[config.mk]
export PLATFORM = sky130hd
export DESIGN_NAME = voice_scheduler_flat
export DESIGN_NICKNAME = d
export VERILOG_FILES = /design/src/rtl/voice_scheduler_if.sv /design/src/rtl/voice_scheduler.sv /design/src/flat_wrapper.sv
export SDC_FILE = /design/constraint.sdc
export NUM_CORES = 1
export LEC_CHECK = 0
export ABC_AREA = 1
export ABC_CLOCK_PERIOD_IN_PS = 11920
export CAP_MARGIN = 20
export CORE_MARGIN = 3
export CORE_UTILIZATION = 65
export DETAILED_ROUTE_END_ITERATION = 7
export GPL_ROUTABILITY_DRIVEN = 0
export GPL_TIMING_DRIVEN = 1
export HOLD_SLACK_MARGIN = 0.12
export PLACE_DENSITY = 0.86
export SLEW_MARGIN = 25
export SYNTH_ARGS = -nofsm -noshare
export SYNTH_HDL_FRONTEND = slang
export SYNTH_SLANG_ARGS = --single-unit
[constraint.sdc]
create_clock -name clk -period 11.92 [get_ports clk]
set_input_delay 2.384 -clock clk [delete_from_list [all_inputs] [get_ports clk]]
set_output_delay 2.384 -clock clk [all_outputs]
set_load 0.01 [all_outputs]
[src/rtl/voice_scheduler_if.sv]
// Configuration write port and time-multiplexed phase output bundle of the voice scheduler.
// The master side configures voices and consumes outputs; the slave side is the scheduler.
interface voice_scheduler_if #(
    parameter int NUM_VOICES = 4,
    parameter int PHASE_W    = 24
);
    localparam int VW = (NUM_VOICES > 1) ? $clog2(NUM_VOICES) : 1;

    logic               cfg_wr;
    logic [VW-1:0]      cfg_voice;
    logic [PHASE_W-1:0] cfg_freq;
    logic [7:0]         cfg_duty;
    logic               cfg_enable;
    logic               cfg_ready;
    logic               phase_valid;
    logic [VW-1:0]      phase_voice;
    logic [PHASE_W-1:0] phase_out;
    logic               square_out;
    logic               frame_start;

    modport master (
        output cfg_wr, cfg_voice, cfg_freq, cfg_duty, cfg_enable,
        input  cfg_ready, phase_valid, phase_voice, phase_out, square_out, frame_start
    );

    modport slave (
        input  cfg_wr, cfg_voice, cfg_freq, cfg_duty, cfg_enable,
        output cfg_ready, phase_valid, phase_voice, phase_out, square_out, frame_start
    );
endinterface

[src/rtl/voice_scheduler.sv]
// Time-multiplexed phase accumulator: one shared adder serves NUM_VOICES voices in
// round-robin slots, producing a registered phase word and PWM bit per slot.
module voice_scheduler #(
    parameter int NUM_VOICES = 4,
    parameter int PHASE_W    = 24
) (
    input  logic             clk,
    input  logic             rst_n,
    voice_scheduler_if.slave bus
);
    localparam int VW = (NUM_VOICES > 1) ? $clog2(NUM_VOICES) : 1;

    logic [VW-1:0]         slot_reg;
    logic [PHASE_W-1:0]    phase_arr [NUM_VOICES];
    logic [PHASE_W-1:0]    freq_arr  [NUM_VOICES];
    logic [7:0]            duty_arr  [NUM_VOICES];
    logic [NUM_VOICES-1:0] enable_vec;

    logic                  cfg_accept;
    logic                  slot_enable;
    logic [PHASE_W-1:0]    sum_phase;
    logic [PHASE_W-1:0]    phase_next;

    logic                  phase_valid_reg;
    logic [VW-1:0]         phase_voice_reg;
    logic [PHASE_W-1:0]    phase_out_reg;
    logic                  square_out_reg;
    logic                  frame_start_reg;

    // Blocking writes to the voice being computed keeps config and phase update disjoint.
    assign bus.cfg_ready = rst_n && (bus.cfg_voice != slot_reg);
    assign cfg_accept    = bus.cfg_wr && bus.cfg_ready;

    assign slot_enable = enable_vec[slot_reg];
    assign sum_phase   = phase_arr[slot_reg] + freq_arr[slot_reg];
    assign phase_next  = slot_enable ? sum_phase : phase_arr[slot_reg];

    genvar gi;
    generate
        for (gi = 0; gi < NUM_VOICES; gi++) begin : g_voice
            logic [PHASE_W-1:0] phase_reg;
            logic [PHASE_W-1:0] freq_reg;
            logic [7:0]         duty_reg;
            logic               enable_reg;
            logic               cfg_hit;

            assign cfg_hit = cfg_accept && (bus.cfg_voice == VW'(gi));

            always_ff @(posedge clk) begin
                if (!rst_n) begin
                    phase_reg  <= '0;
                    freq_reg   <= '0;
                    duty_reg   <= 8'h80;
                    enable_reg <= 1'b0;
                end else begin
                    if (slot_reg == VW'(gi)) begin
                        phase_reg <= phase_next;
                    end
                    if (cfg_hit) begin
                        freq_reg   <= bus.cfg_freq;
                        duty_reg   <= bus.cfg_duty;
                        enable_reg <= bus.cfg_enable;
                        // Disabling restarts the voice from zero; retuning an enabled voice keeps phase.
                        if (!bus.cfg_enable) begin
                            phase_reg <= '0;
                        end
                    end
                end
            end

            assign phase_arr[gi]  = phase_reg;
            assign freq_arr[gi]   = freq_reg;
            assign duty_arr[gi]   = duty_reg;
            assign enable_vec[gi] = enable_reg;
        end
    endgenerate

    always_ff @(posedge clk) begin
        if (!rst_n) begin
            slot_reg        <= '0;
            phase_valid_reg <= 1'b0;
            phase_voice_reg <= '0;
            phase_out_reg   <= '0;
            square_out_reg  <= 1'b0;
            frame_start_reg <= 1'b0;
        end else begin
            slot_reg        <= slot_reg + VW'(1);
            phase_valid_reg <= slot_enable;
            phase_voice_reg <= slot_reg;
            phase_out_reg   <= phase_next;
            square_out_reg  <= slot_enable && (phase_next[PHASE_W-1 -: 8] < duty_arr[slot_reg]);
            frame_start_reg <= (slot_reg == '0);
        end
    end

    assign bus.phase_valid = phase_valid_reg;
    assign bus.phase_voice = phase_voice_reg;
    assign bus.phase_out   = phase_out_reg;
    assign bus.square_out  = square_out_reg;
    assign bus.frame_start = frame_start_reg;
endmodule

[src/flat_wrapper.sv]
// flat-port wrapper written by rule: the top's interface ports become plain ports
module voice_scheduler_flat 
#(
    parameter int NUM_VOICES = 4,
    parameter int PHASE_W    = 24
)
  (clk, rst_n, bus_cfg_wr, bus_cfg_voice, bus_cfg_freq, bus_cfg_duty, bus_cfg_enable, bus_cfg_ready, bus_phase_valid, bus_phase_voice, bus_phase_out, bus_square_out, bus_frame_start);
  voice_scheduler_if #(.NUM_VOICES(NUM_VOICES), .PHASE_W(PHASE_W)) bus_i ();
  input  logic clk;
  input  logic rst_n;
  input wire logic [$bits(bus_i.cfg_wr)-1:0] bus_cfg_wr;
  input wire logic [$bits(bus_i.cfg_voice)-1:0] bus_cfg_voice;
  input wire logic [$bits(bus_i.cfg_freq)-1:0] bus_cfg_freq;
  input wire logic [$bits(bus_i.cfg_duty)-1:0] bus_cfg_duty;
  input wire logic [$bits(bus_i.cfg_enable)-1:0] bus_cfg_enable;
  output wire logic [$bits(bus_i.cfg_ready)-1:0] bus_cfg_ready;
  output wire logic [$bits(bus_i.phase_valid)-1:0] bus_phase_valid;
  output wire logic [$bits(bus_i.phase_voice)-1:0] bus_phase_voice;
  output wire logic [$bits(bus_i.phase_out)-1:0] bus_phase_out;
  output wire logic [$bits(bus_i.square_out)-1:0] bus_square_out;
  output wire logic [$bits(bus_i.frame_start)-1:0] bus_frame_start;
  assign bus_i.cfg_wr = bus_cfg_wr;
  assign bus_i.cfg_voice = bus_cfg_voice;
  assign bus_i.cfg_freq = bus_cfg_freq;
  assign bus_i.cfg_duty = bus_cfg_duty;
  assign bus_i.cfg_enable = bus_cfg_enable;
  assign bus_cfg_ready = bus_i.cfg_ready;
  assign bus_phase_valid = bus_i.phase_valid;
  assign bus_phase_voice = bus_i.phase_voice;
  assign bus_phase_out = bus_i.phase_out;
  assign bus_square_out = bus_i.square_out;
  assign bus_frame_start = bus_i.frame_start;
  voice_scheduler #(.NUM_VOICES(NUM_VOICES), .PHASE_W(PHASE_W)) u_core (.clk(clk), .rst_n(rst_n), .bus(bus_i));
endmodule
# --- Word-level counts from Yosys, hierarchy flattened ---
# Index checks and enable logic that the tools add are counted.
word_totals:
  ff_bits: 259
  inputBits: 38
  output_inout_bits: 30
  elab_cells: 68
op_classes:
  add_sub_neg: 2
  order_cmp: 3
  eq_ne: 7
  muxes: 24
  bitwise_logic: 1
  n_reduce_logical: 9
ops:
  columns: ["op", "count"]
  rows:
  - ["$mux 24", 17]
  - ["$bmux 24 s2", 2]
  - ["$add 24x24->24", 1]
  - ["$bmux 8 s2", 1]
  - ["$mux 8", 2]
  - ["$eq 2x2->1 const B", 4]
  - ["$lt 8x8->1", 1]
  - ["$logic_and 1x1->1", 7]
  - ["$eq 2x1->1 const B", 2]
  - ["$logic_not 2->1", 2]
  - ["$ge 3x3->1 const B", 1]
  - ["$lt 2x3->1 const B", 1]
  - ["$not 2->3", 1]
  - ["$add 2x1->2 const B", 1]
  - ["$bmux 1 s2", 1]
  - ["$ne 2x2->1", 1]
  - ["$mux 1", 1]

# --- Longest topological paths before layout ---
# Gate-level depths: netlist of the first run.
depth:
  word_depth: 9
  mapped_depth: 27
  ltp_nobuf: 22

# --- Least setup slack after synthesis of the first run ---
# OpenSTA, ideal clock, no wires.
synth_timing:
  path_type: "in2out"
  from: "input port rst_n"
  to: "output port bus_cfg_ready"
  t_arrival_ns: 2.895
  required_ns: 9.536
  path_slack_ns: 6.641
  stages: 3
  n_path_buf: 1
  path_cell_list: "buf_4 -> inv_2 -> a41oi_2"
synth_between:
  elab_chain_len: 1
synth_lines:
  columns: ["item", "line_no", "text"]
  rows:
  - ["from (decl)", "flat_wrapper.sv:10", "input logic rst_n;"]
  - ["$logic_and 1x1->1", "voice_scheduler.sv:31", "assign bus.cfg_ready = rst_n && (bus.cfg_voice != slot_reg);"]
  - ["to (decl)", "flat_wrapper.sv:16", "output wire logic [$bits(bus_i.cfg_ready)-1:0] bus_cfg_ready;"]
# Every way passes these cells.

# --- Worst setup path in the final report of the first run ---
# Ends and elaborated chain as after synthesis.

==> flow_summary_export.csv, run 1 <==
group,metric,value,unit
run_status,status,"completed",
critical_path,end_kind,"output port",
floorplanning,die_h,145,um
cts,cts-htree-levels,1,
cts,clock_path_buffers,3,
global_routing,grt_use_total,32.5,%
cts,cts_buffers,27,
power,irDropWorstVdd,0.120,mV
placed_design,placed_area,0.0131,mm2
logic_synthesis,synthTopCellsByArea,"dfxtp_1, nand2_1, a21oi_1",
logic_synthesis,synth_top_area_cell,"dfxtp_1",
cells_and_area,final_nets,1867,
critical_path,worstSetupStartpoint,"rst_n",
timing,hold_viol_final,0,
logic_synthesis,yosysSeqAreaShare,41.4,%
critical_path,crit_arrival,4.30,ns
floorplanning,die_w,145,um
timing,final.setup_skew,0.0269,ns
route,drtIter0Drc,1343,
worst_hold_path,holdPathEnd,"u_core.g_voice[0].enable_reg",
floorplanning,ios,68,
critical_path,path_max_fanout,54,
logic_synthesis,async_flop_share,0,%
logic_synthesis,synthesis.nets,1869,
worst_hold_path,whs_path_depth,2,
cts,post_cts_resized,0,
cells_and_area,multiInputGateArea,0.00619,mm2
placed_design,dpl.hpwl,21.1,mm
logic_synthesis,post-synth-top-count-cell,"nand2_1",
power,p_leak,6.00,nW
logic_synthesis,synth_seq_cells,259,
power,seqPwrFrac,41.1,%
critical_path,critPathKind,"in -> out",
floorplanning,num_rows,50,
global_routing,antenna_found_initial,0,
cts,clock-sinks,259,
worst_hold_path,min_from,"u_core.g_voice[0].enable_reg",
power,clkPwrFrac,36.2,%
placed_design,dp_slack,5.23,ns
critical_path,r2r_slack,6.81,ns
timing,fin_crit,6.68,ns
cells_and_area,area_delta_synth_final,11.6,%
global_routing,grt_pass1_vias,11100,
critical_path,r2r-start,"u_core.slot_reg[0]",
cells_and_area,seq_area,0.00519,mm2
global_routing,grt_remaining_overflow,0,
cells_and_area,design_area,0.0140,mm2
cells_and_area,n_antenna_cell,0,
route,drtPass1Iterations,6,
logic_synthesis,yosys.area.top_type_share,41.4,%
power,switching_share,31.4,%
timing,worst_slew_pin_slew,0.998,ns
logic_synthesis,avgSynthCellArea,6.97,um2
power,p_switching,0.727,mW
cts,cts_hold_buf,0,
critical_path,timing.rr.end,"u_core.bus.square_out",
power,power_density,166,mW/mm2
cells_and_area,fill_cells,1453,
cells_and_area,drive_above_1_share,6.07,%
timing,fin_crit_sh,56.1,%
logic_synthesis,ys_top_cells_by_count,"nand2_1, dfxtp_1, a21oi_1",
route,vias,12100,
placed_design,port_buffers,67,
cts,cts_setup_buffers,0,
timing,fmax,150,MHz
timing,finalSetupViolCount,0,
cts,clockRootBuffer,"clkbuf_16",
logic_synthesis,synth-main-ff-cell,"dfxtp_1",
timing,drv_slew,0,
floorplanning,coreArea,0.0188,mm2
flow_run,cap_violations,0,
critical_path,cp.required,9.54,ns
worst_hold_path,hold_path_class,"reg -> reg",
floorplanning,dieArea,0.0210,mm2
critical_path,r2r_cells,23,
route,wl_per_cell,16.7,um
timing,fin_ws,5.24,ns
route,drc_errors,0,
power,p_int,1.58,mW
global_routing,grt_pass1_wl,55.6,mm
cts,cts_tree,"yes",
global_routing,grt_max_degree,97,
route,ant_nets,0,
logic_synthesis,synthCells,1796,
cts,clk_pin_slew,0.06,ns
logic_synthesis,synth.distinct_cells,41,
logic_synthesis,synth_edf_count,0,
route,via_per_inst,5.86,
cts,clk_latency,0.54,ns
timing,setup-tns-final,0,ns
critical_path,critPathLaunchType,"primary input",
power,combinationalPowerShare,22.7,%
logic_synthesis,syn_area,0.0125,mm2
route,routed_wirelength,34.6,mm
floorplanning,initial_core_util,66.5,%
logic_synthesis,yosysWarnings,0,
timing,rsz0062_at_grt,"no",
timing,relSlewSlack,33.1,%
## critical path, stage by stage
cell             delay, ns
clkdlybuf4s50_1       0.45
buf_4                 0.33
inv_4                 0.28
a41oi_2               0.27
clkdlybuf4s50_1       0.57
## logic make-up after synthesis
logic type / share of synthesized area, %
AO/OA/AOI/OAI: 21.3
adder cells (fa/ha/maj): 3.56
buffers and inverters: 9.09
flip-flops: 41.4
multiplexers: 0.320
AND/OR/NAND/NOR: 23.3
XOR/XNOR: 1.05
## per-layer routing
| layer | share of wire (%) | vias up | GRT usage (%) |
|---|---|---|---|
| met1 | 41 | 5557 | 43.9 |
| met3 | 10 | 91 | 5.16 |
| met4 | 3.2 | 0 | 13.0 |
| met5 | 0 | - | 0 |
| li1 | - | 5817 | - |
| met2 | 46 | 681 | 52.2 |
## layout make-up
class / instances / share of cell area, %
Timing Repair Buffer: 78 / 5.39
Clock inverter: 13 / 0.914
Multi-Input combinational cell: 1261 / 44.3
Tap cell: 260 / 2.33
Clock buffer: 35 / 5.34
Inverter: 167 / 4.52
Sequential cell: 259 / 37.2
## layout by cell type (no fill, tap or decap), types with 34 or more instances in the layout
master           netlist  routed
nand2_1              442     442
dfxtp_1              259     257
a21oi_1              217     217
clkdlybuf4s50_1        0      67
inv_1                147     147
nand3_1               50      50
ha_1                  34      34
o21ai_0              161     161
o22ai_1               45      45
nor2_1               204     204
## worst max-delay path by stage
stage	end	slack [ns]
3_3_place_gp	bus_cfg_ready	5.25
6_report	bus_cfg_ready	5.24
2_1_floorplan	bus_cfg_ready	6.64
5_1_grt	bus_cfg_ready	5.13
3_5_place_dp	bus_cfg_ready	5.23
4_1_cts	bus_cfg_ready	5.24
## power groups by stage
| stage | Combinational (mW) | Sequential, mW | Clock [mW] |
|---|---|---|---|
| 6_report | 0.525 | 0.949 | 0.838 |
| 2_1_floorplan | 0.346 | 0.967 | 0 |
| 3_5_place_dp | 0.507 | 0.967 | 0 |
| 5_1_grt | 0.578 | 0.955 | 0.875 |
| 4_1_cts | 0.512 | 0.949 | 0.840 |
| 3_3_place_gp | 0.492 | 0.965 | 0 |
## stage by stage
stage | util (%) | instances | total power, mW | hold WS [ns]
finish | 74.2 | 2073 | 2.31 | 0.449
CTS | 74.2 | 2073 | 2.30 | 0.449
global route | 74.2 | 2073 | 2.41 | 0.472
floorplan | - | 1796 | 1.31 | 0.424
global placement | 69.5 | 2025 | 1.46 | 0.434
detailed placement | 69.5 | 2025 | 1.47 | 0.441
Power figures use the tool's default switching activity.
==> run 2: changes to the inputs <==
- ABC_CLOCK_PERIOD_IN_PS: 11920 -> 6500
- CORE_UTILIZATION: 65 -> 60
- PLACE_DENSITY: 0.86 -> 0.8
- clock period: 11.92 -> 6.5 ns (I/O delays scaled with it)
==> run 2 against run 1 <==
Compared with the run above: clock-buffer cell count rose by 6; flip-flop and latch count did not move; worst setup slack worse by 3.4 ns; combinational power is 80% higher; clock power rose by 77%; global-route usage shrank 2.6 points; sequential power up 83%; die area increased by 8.0%; largest cell class unchanged; largest power group unchanged; highest routed layer unchanged.
==> flow_summary_export.csv, run 2 (synthesized netlist as in run 1, its figures left out) <==
group,metric,value,unit
timing,relSlewSlack,35.6,%
run_status,status,"completed",
floorplanning,die_w,150,um
global_routing,grt_use_total,29.9,%
cts,cts_setup_buffers,0,
critical_path,crit_arrival,5.08,ns
cells_and_area,fin_util,68.7,%
placed_design,dpl.hpwl,21.4,mm
cells_and_area,layout_commonest_cell,"nand2_1",
cells_and_area,design_area,0.0140,mm2
global_routing,grt_remaining_overflow,0,
route,routed_wirelength,34.2,mm
critical_path,worstPathCellList,"buf_4 > o21ai_0 > o22ai_1 > ha_1 > inv_1 > fa_1 > inv_1 > nand3_1 > nand2_1 > a21oi_1 > inv_1 > nand3_1 > nand3_1 > xor2_1 > a21boi_0 > inv_1 > ha_1 > nand2_1 > o211ai_1 > a21oi_1",
power,clkPwrFrac,35.5,%
route,wl_per_cell,16.4,um
global_routing,grt_max_degree,93,
cells_and_area,area_delta_synth_final,11.8,%
cts,post_cts_resized,0,
global_routing,grt_pass1_vias,11000,
critical_path,cp_slowest_cell,"buf_4",
floorplanning,ios,68,
timing,fin_crit,4.67,ns
critical_path,cp.required,6.91,ns
placed_design,placed_area,0.0132,mm2
route,vias,11900,
timing,fin_crit_sh,71.8,%
route,via_per_inst,5.68,
cts,clock_path_buffers,3,
timing,finalSetupViolCount,0,
critical_path,crit_top_cell,"inv_1",
cts,cts_hold_buf,0,
critical_path,max_stage_delay,0.76,ns
power,switching_share,30.8,%
cts,clock-sinks,259,
cts,cts_tree,"yes",
power,seqPwrFrac,41.8,%
floorplanning,num_rows,52,
global_routing,grt_pass1_wl,55.1,mm
floorplanning,coreArea,0.0204,mm2
critical_path,end_kind,"flip-flop",
floorplanning,initial_core_util,61.5,%
flow_run,cap_violations,0,
critical_path,critPathKind,"reg -> reg",
power,power_density,298,mW/mm2
cts,clk_pin_slew,0.06,ns
route,ant_nets,0,
timing,final.setup_skew,0.0181,ns
timing,worst_slew_pin_slew,0.966,ns
critical_path,critPathLaunchType,"flip-flop",
timing,setup-tns-final,0,ns
cts,cts_buffers,27,
timing,fmax,214,MHz
route,drc_errors,0,
timing,hold_viol_final,0,
worst_hold_path,hold_path_class,"reg -> reg",
cts,clk_latency,0.54,ns
power,combinationalPowerShare,22.7,%
power,p_int,2.89,mW
route,drtPass1Iterations,6,
power,irDropWorstVdd,0.204,mV
global_routing,antenna_found_initial,0,
cells_and_area,drive_above_1_share,5.95,%
critical_path,path_max_fanout,86,
power,p_leak,6.01,nW
floorplanning,die_h,150,um
cts,cts-htree-levels,1,
cells_and_area,n_antenna_cell,0,
timing,drv_slew,0,
timing,rsz0062_at_grt,"no",
cells_and_area,final_nets,1872,
placed_design,port_buffers,67,
power,p_switching,1.28,mW
cts,clockRootBuffer,"clkbuf_16",
route,drtIter0Drc,1316,
cells_and_area,final_cell_mix,"nand2_1, dfxtp_1, a21oi_1, nor2_1, o21ai_0",
floorplanning,dieArea,0.0226,mm2
-- run 2: cell types whose count changed in the layout (fill, tap and decap cells not counted), sizes merged --
cell	before	now
buf	11	16
bufinv	2	1
clkbuf	35	41
clkinv	8	3
clkinvlp	2	0
inv	168	167
-- run 2: critical path: cells and delay by family (launching register included) --
family / cells / cell delay [ns]
compound gates: 6 / 1.18
buf+inv: 5 / 1.12
fa+ha+maj: 3 / 0.96
flops: 1 / 0.70
simple gates: 5 / 0.44
xor+xnor: 1 / 0.09
-- run 2: power groups by stage --
stage	clock network (mW)	logic, mW	registers (mW)
floorplan	0	0.634	1.77
global placement	0	0.910	1.77
detailed placement	0	0.925	1.77
CTS	1.49	0.932	1.74
global route	1.56	1.05	1.75
finish	1.48	0.947	1.74
-- run 2: stage by stage --
stage          worst slack, ns  hold WS [ns]  instances  power [mW]
6_report                  1.83         0.448       2085        4.17
3_3_place_gp              1.96         0.434       2040        2.68
2_1_floorplan             2.68         0.424       1796        2.41
3_5_place_dp              1.89         0.442       2040        2.70
4_1_cts                   1.89         0.450       2085        4.16
5_1_grt                   1.51         0.458       2085        4.36
-- run 2: routing by layer --
metal | vias up | wire length, um | track usage (%)
li1 | 5836 | - | -
met1 | 5458 | 14800 | 40.3
met2 | 483 | 15900 | 50.1
met3 | 76 | 2750 | 4.30
met4 | 0 | 830 | 8.46
met5 | - | 0 | 0
-- run 2: area by class of cell --
cell class                      instances  area [um2]
Fill cell                            1754        6370
Multi-Input combinational cell       1261        6190
Sequential cell                       259        5190
Timing Repair Buffer                   83         803
Clock buffer                           41         788
Inverter                              167         632
Tap cell                              270         338
Clock inverter                          4        48.8
-- run 2: path summary, 6_finish.rpt --
| kind | from | endpoint | slack (ns) | depth (start not counted) |
|---|---|---|---|---|
| worst max-delay path | u_core.slot_reg[0] | u_core.bus.square_out | 1.83 | 20 |
| worst min-delay path | u_core.g_voice[0].duty_reg[3] | u_core.g_voice[0].duty_reg[3] | 0.45 | 2 |
| worst max register to register | u_core.slot_reg[0] | u_core.bus.square_out | 1.83 | 20 |
| worst min register to register | u_core.g_voice[0].duty_reg[3] | u_core.g_voice[0].duty_reg[3] | 0.45 | 2 |
